<file path="src/rtl/pixel_frame_sink.sv">
// pixel_frame_sink: receiving end of the resolved-pixel stream.
// Buffers raster-order pixels in a small FIFO, tags each with (x,y)
// and a last flag, and drains them over valid/ready. Pulses
// frame_done when the final pixel of a frame leaves the block.
//
// Ports:
//   clk, reset      clock, synchronous active-low reset
//   start           arms a new frame from IDLE or DONE
//   in_valid/ready  upstream handshake, in_color = {r,g,b}
//   out_valid/ready downstream handshake
//   out_color/x/y   head-of-FIFO pixel and its raster coordinate
//   out_last        head pixel is the final pixel of the frame
//   busy            frame in progress (COLLECT or DRAIN)
//   frame_done      one-cycle pulse after the last pixel is popped
module pixel_frame_sink #(
    parameter int PIXEL_WIDTH  = 16,
    parameter int PIXEL_HEIGHT = 16,
    parameter int FIFO_DEPTH   = 8,
    parameter int XW           = $clog2(PIXEL_WIDTH),
    parameter int YW           = $clog2(PIXEL_HEIGHT)
) (
    input  logic          clk,
    input  logic          reset,
    input  logic          start,
    input  logic          in_valid,
    output logic          in_ready,
    input  logic [23:0]   in_color,
    output logic          out_valid,
    input  logic          out_ready,
    output logic [23:0]   out_color,
    output logic [XW-1:0] out_x,
    output logic [YW-1:0] out_y,
    output logic          out_last,
    output logic          busy,
    output logic          frame_done
);

    localparam int TOTAL = PIXEL_WIDTH * PIXEL_HEIGHT;
    localparam int CW    = $clog2(TOTAL + 1);
    localparam int AW    = $clog2(FIFO_DEPTH);
    // Entry layout, msb to lsb: {color, x, y, last}
    localparam int EW    = 24 + XW + YW + 1;
    localparam int Y_LO  = 1;
    localparam int X_LO  = Y_LO + YW;
    localparam int C_LO  = X_LO + XW;

    typedef enum logic [1:0] {
        S_IDLE,
        S_COLLECT,
        S_DRAIN,
        S_DONE
    } state_t;

    state_t        state_q, state_d;
    logic [XW-1:0] x_q, x_d;
    logic [YW-1:0] y_q, y_d;
    logic [CW-1:0] cnt_q, cnt_d;
    // Pointers carry one extra wrap bit to tell full from empty
    logic [AW:0]   wr_ptr_q, wr_ptr_d;
    logic [AW:0]   rd_ptr_q, rd_ptr_d;
    logic          frame_done_q, frame_done_d;
    logic [EW-1:0] mem_q [FIFO_DEPTH];

    logic          fifo_empty;
    logic          fifo_full;
    logic          push;
    logic          pop;
    logic          x_last;
    logic          y_last;
    logic          pix_last;
    logic          idx_last;
    logic [EW-1:0] head;
    logic [EW-1:0] push_entry;

    assign fifo_empty = (wr_ptr_q == rd_ptr_q);
    assign fifo_full  = (wr_ptr_q[AW] != rd_ptr_q[AW]) &&
                        (wr_ptr_q[AW-1:0] == rd_ptr_q[AW-1:0]);

    // Depends on registered state only, never on out_ready
    assign in_ready  = (state_q == S_COLLECT) && !fifo_full;
    assign out_valid = !fifo_empty;

    assign push = in_valid && in_ready;
    assign pop  = out_valid && out_ready;

    assign x_last   = (x_q == XW'(PIXEL_WIDTH - 1));
    assign y_last   = (y_q == YW'(PIXEL_HEIGHT - 1));
    assign pix_last = x_last && y_last;
    assign idx_last = (cnt_q == CW'(TOTAL - 1));

    assign push_entry = {in_color, x_q, y_q, pix_last};
    assign head       = mem_q[rd_ptr_q[AW-1:0]];

    // Head fields are forced to zero while the FIFO is empty so stale
    // storage never shows on the outputs.
    assign out_color = out_valid ? head[C_LO +: 24] : '0;
    assign out_x     = out_valid ? head[X_LO +: XW] : '0;
    assign out_y     = out_valid ? head[Y_LO +: YW] : '0;
    assign out_last  = out_valid & head[0];

    assign busy       = (state_q == S_COLLECT) || (state_q == S_DRAIN);
    assign frame_done = frame_done_q;

    always_comb begin
        state_d      = state_q;
        x_d          = x_q;
        y_d          = y_q;
        cnt_d        = cnt_q;
        wr_ptr_d     = wr_ptr_q;
        rd_ptr_d     = rd_ptr_q;
        frame_done_d = 1'b0;

        if (push) begin
            wr_ptr_d = wr_ptr_q + (AW+1)'(1);
        end
        if (pop) begin
            rd_ptr_d = rd_ptr_q + (AW+1)'(1);
        end

        unique case (state_q)
            S_IDLE, S_DONE: begin
                if (start) begin
                    state_d = S_COLLECT;
                    x_d     = '0;
                    y_d     = '0;
                    cnt_d   = '0;
                end
            end
            S_COLLECT: begin
                if (push) begin
                    cnt_d = cnt_q + CW'(1);
                    if (x_last) begin
                        x_d = '0;
                        y_d = y_last ? '0 : y_q + YW'(1);
                    end else begin
                        x_d = x_q + XW'(1);
                    end
                    if (idx_last) begin
                        state_d = S_DRAIN;
                    end
                end
            end
            S_DRAIN: begin
                // Pulse is registered so it lands the cycle after the pop
                if (pop && head[0]) begin
                    state_d      = S_DONE;
                    frame_done_d = 1'b1;
                end
            end
            default: begin
                state_d = S_IDLE;
            end
        endcase
    end

    always_ff @(posedge clk) begin
        if (!reset) begin
            state_q      <= S_IDLE;
            x_q          <= '0;
            y_q          <= '0;
            cnt_q        <= '0;
            wr_ptr_q     <= '0;
            rd_ptr_q     <= '0;
            frame_done_q <= 1'b0;
        end else begin
            state_q      <= state_d;
            x_q          <= x_d;
            y_q          <= y_d;
            cnt_q        <= cnt_d;
            wr_ptr_q     <= wr_ptr_d;
            rd_ptr_q     <= rd_ptr_d;
            frame_done_q <= frame_done_d;
        end
    end

    // Storage needs no reset: it is only visible through a valid head
    always_ff @(posedge clk) begin
        if (push) begin
            mem_q[wr_ptr_q[AW-1:0]] <= push_entry;
        end
    end

endmodule
</file>
<file path="config.mk">
export PLATFORM = sky130hd
export DESIGN_NAME = pixel_frame_sink
export DESIGN_NICKNAME = d
export VERILOG_FILES = /design/src/rtl/pixel_frame_sink.sv
export SDC_FILE = /design/constraint.sdc
export NUM_CORES = 1
export LEC_CHECK = 0
export ABC_AREA = 1
export CAP_MARGIN = 20
export CORE_ASPECT_RATIO = 1.1
export CORE_MARGIN = 2
export CORE_UTILIZATION = 45
export DETAILED_ROUTE_END_ITERATION = 7
export MAX_ROUTING_LAYER = met4
export PLACE_DENSITY = 0.65
export SLEW_MARGIN = 10
export SYNTH_ARGS = -nofsm -noshare
export SYNTH_HDL_FRONTEND = slang
export SYNTH_SLANG_ARGS = --single-unit
export TNS_END_PERCENT = 1
</file>
<file path="constraint.sdc">
create_clock -name clk -period 4.8 [get_ports clk]
set_clock_uncertainty 0.05 [all_clocks]
set_input_delay 1.44 -clock clk [delete_from_list [all_inputs] [get_ports clk]]
set_output_delay 1.44 -clock clk [all_outputs]
set_load 0.01 [all_outputs]
</file>
==> impl_metrics.ini <==
[clock_network]
cts_buffers = 29
cts-root-buf = clkbuf_16
cts-resized-gates = 0
cts_setup_buffers = 0
cts_tree = built
cts_hold_buffers = 0
htreeDepth = 1
insertion_delay_ns = 0.54
clk_pin_slew_ns = 0.07
ctsLongestPathBuffers = 3
clock-sinks = 295

[sta]
finalSetupViolations = 0
fin_crit_ns = 4.50
fmax_mhz = 222
finalHoldViolCount = 0
max_slew.worst_pin.slew_ns = 0.801
finalCritPeriodShare = 0.938
grt_setup_unrepaired = no
drv_slew = 0
relSlewSlack = 0.466
tns_ns = 0

[placement]
port_buffers = 65
gp_congestion = 0.784
post_dp_cell_area_mm2 = 0.0131
hpwl_um = 13800

[flow_run]
drv_cap = 0

[synth]
synth_fa_ha_area_frac = 0.00937
synthMuxAreaShare = 0
postSynthCellCount = 1009
synth_compound_area_frac = 0.119
ys_types = 38
syn_area_mm2 = 0.0120
avgSynthCellArea_um2 = 11.9
ys_warn_count = 0
yosysSeqAreaShare = 0.711
synth_xor_area_frac = 0.00291
synth_seq_cells = 295
synth_top_family_by_area = simple AND/OR/NAND/NOR gates
yosys.area_share.simple = 0.120
syn-num-nets = 1047

[setup_path]
start_kind = flip-flop
endpoint_kind = primary output
cp.required_ns = 3.31
arrival_ns = 3.01
cp_max_fo = 66
reg2reg_slack_ns = 2.01
criticalPathCategory = flip-flop to primary output

[die]
die_h_um = 175
io_pins = 66
die_x_um = 160
core.rowCount = 62
fp.dieArea_mm2 = 0.0280
initial_core_util = 0.459
coreArea_mm2 = 0.0262

[final_layout]
drive_gt1_frac = 0.103
syn_to_final_growth_pct = 17.2
final_util = 0.538
num-nets-final = 1103
design_area_mm2 = 0.0141
n_antenna_cell = 0
fillers = 2252

[drt]
vias_per_cell = 5.35
vias = 7690
drtAntennaViolNets = 0
drt_pre_antenna_iters = 5
wirelength_um = 25300
route.detailed.drc = 0
wl_per_cell_um = 17.6
drtIter0Drc = 558

[global_routing]
grt_overflow = 0
grt_max_degree = 133
grt_pass1_wl_um = 40400
antenna_found_initial = 0
grt_use_total = 0.186
grt_pass1_vias = 7403

[power_and_ir_drop]
powerDensity_mw_per_mm2 = 580
ir_worst_vdd_v = 0.000348
p_total_uw = 8180
power.leakage_uw = 0.00473

[run_status]
outcome = finished, final reports clean

[min_path]
hp-class = flip-flop to flip-flop
==> routing by layer <==
layer | global-route usage | share of wire | up-vias
met4 | 0.0413 | 0.014 | 0
met2 | 0.307 | 0.49 | 176
met1 | 0.249 | 0.45 | 3755
met5 | - | 0 | -
li1 | - | - | 3726
met3 | 0.0236 | 0.046 | 33
==> cell type report <==
class | instances | area (um2) | share of cell area
clock buffer | 32 | 737 | 0.0523
clock inverter | 20 | 273 | 0.0193
inverter | 38 | 145 | 0.0103
multi-input combinational | 618 | 3090 | 0.219
sequential | 295 | 8550 | 0.607
tap | 352 | 440 | 0.0312
timing repair buffer | 83 | 861 | 0.0611
==> state kept, by name, indices dropped and copies added, names as in the netlist, named ones only <==
name	count
cnt_q	9
frame_done	1
mem_q	264
rd_ptr_q	4
state_q	2
wr_ptr_q	4
x_q	4
y_q	4
==> synth_stat cells, drive strengths merged <==
cell	n	area (um2)
edfxtp	264	7930
nor2	225	871
o21ai	168	845
nand2	80	345
inv	38	145
a31oi	32	200
o22ai	32	200
clkbuf	31	116
dfxtp	31	621
a21oi	29	179
buf	27	184
nand3	25	130
ha	9	113
nand4	6	58.8
or2	4	25.0
xor2	3	26.3
nor3	2	10.0
a21boi	1	11.3
nor3b	1	7.51
xnor2	1	8.76
==> power by group <==
group / internal (uW) / total [uW] / switching [uW]
sequential: 2940 / 3020 / 88.1
clock: 1480 / 2390 / 916
combinational: 1070 / 2760 / 1690
total: 5480 / 8180 / 2690
==> critical path, cell delays in order, from the launching register on <==
cell,delay (ns)
dfxtp_2,0.33
buf_4,0.62
o21ai_0,0.21
o22ai_1,0.22
o21ai_1,0.08
a31oi_1,0.34
clkdlybuf4s50_1,0.62
==> cells by family (layout without fill, tap and decap cells) <==
group	after synthesis	after routing
AND/OR/NAND/NOR	343	343
flip-flops	295	295
adder cells (fa/ha/maj)	9	9
XOR/XNOR	4	4
AO/OA/AOI/OAI	262	262
buffers and inverters	96	173
==> layout by cell type (no fill, tap or decap), types with 2 or more instances in the layout <==
master           count
nand2_2             12
a21oi_2              9
o21ai_1             40
clkdlybuf4s50_1     65
dfxtp_1             29
clkinv_1             7
a21oi_1             20
nor2_1             215
inv_1               30
o22ai_1             32
clkbuf_1             3
xor2_1               3
ha_1                 9
nand3_1             24
clkinv_2             4
a31oi_1             32
bufinv_16            7
clkbuf_16           29
nand2_4              2
buf_4               12
nand4_1              4
inv_2                7
nor2_4               8
buf_12               6
or2_2                3
o21ai_0            127
edfxtp_1           264
nand2_1             66
==> path summary, 6_finish.rpt <==
| path | from | to | depth (start not counted) |
|---|---|---|---|
| worst max-delay path | flip-flop | out_x[2] | 6 |
| worst min-delay path | cnt_q[7]$_SDFFE_PN0P_ | cnt_q[7]$_SDFFE_PN0P_ | 2 |
| worst max register to register | state_q[1]$_SDFFE_PN0P_ | mem_q[2][21]$_DFFE_PP_ | 7 |
| worst min register to register | cnt_q[7]$_SDFFE_PN0P_ | cnt_q[7]$_SDFFE_PN0P_ | 2 |
==> per-stage QoR <==
step	hold WS, ns	instances	setup WS, ns
after floorplan	0.389	1009	0.262
after global placement	0.402	1386	0.962
after detailed placement	0.405	1386	0.916
after CTS	0.416	1438	0.318
after global routing	0.432	1438	0.190
final	0.415	1438	0.300
Power figures use the tool's default switching activity.
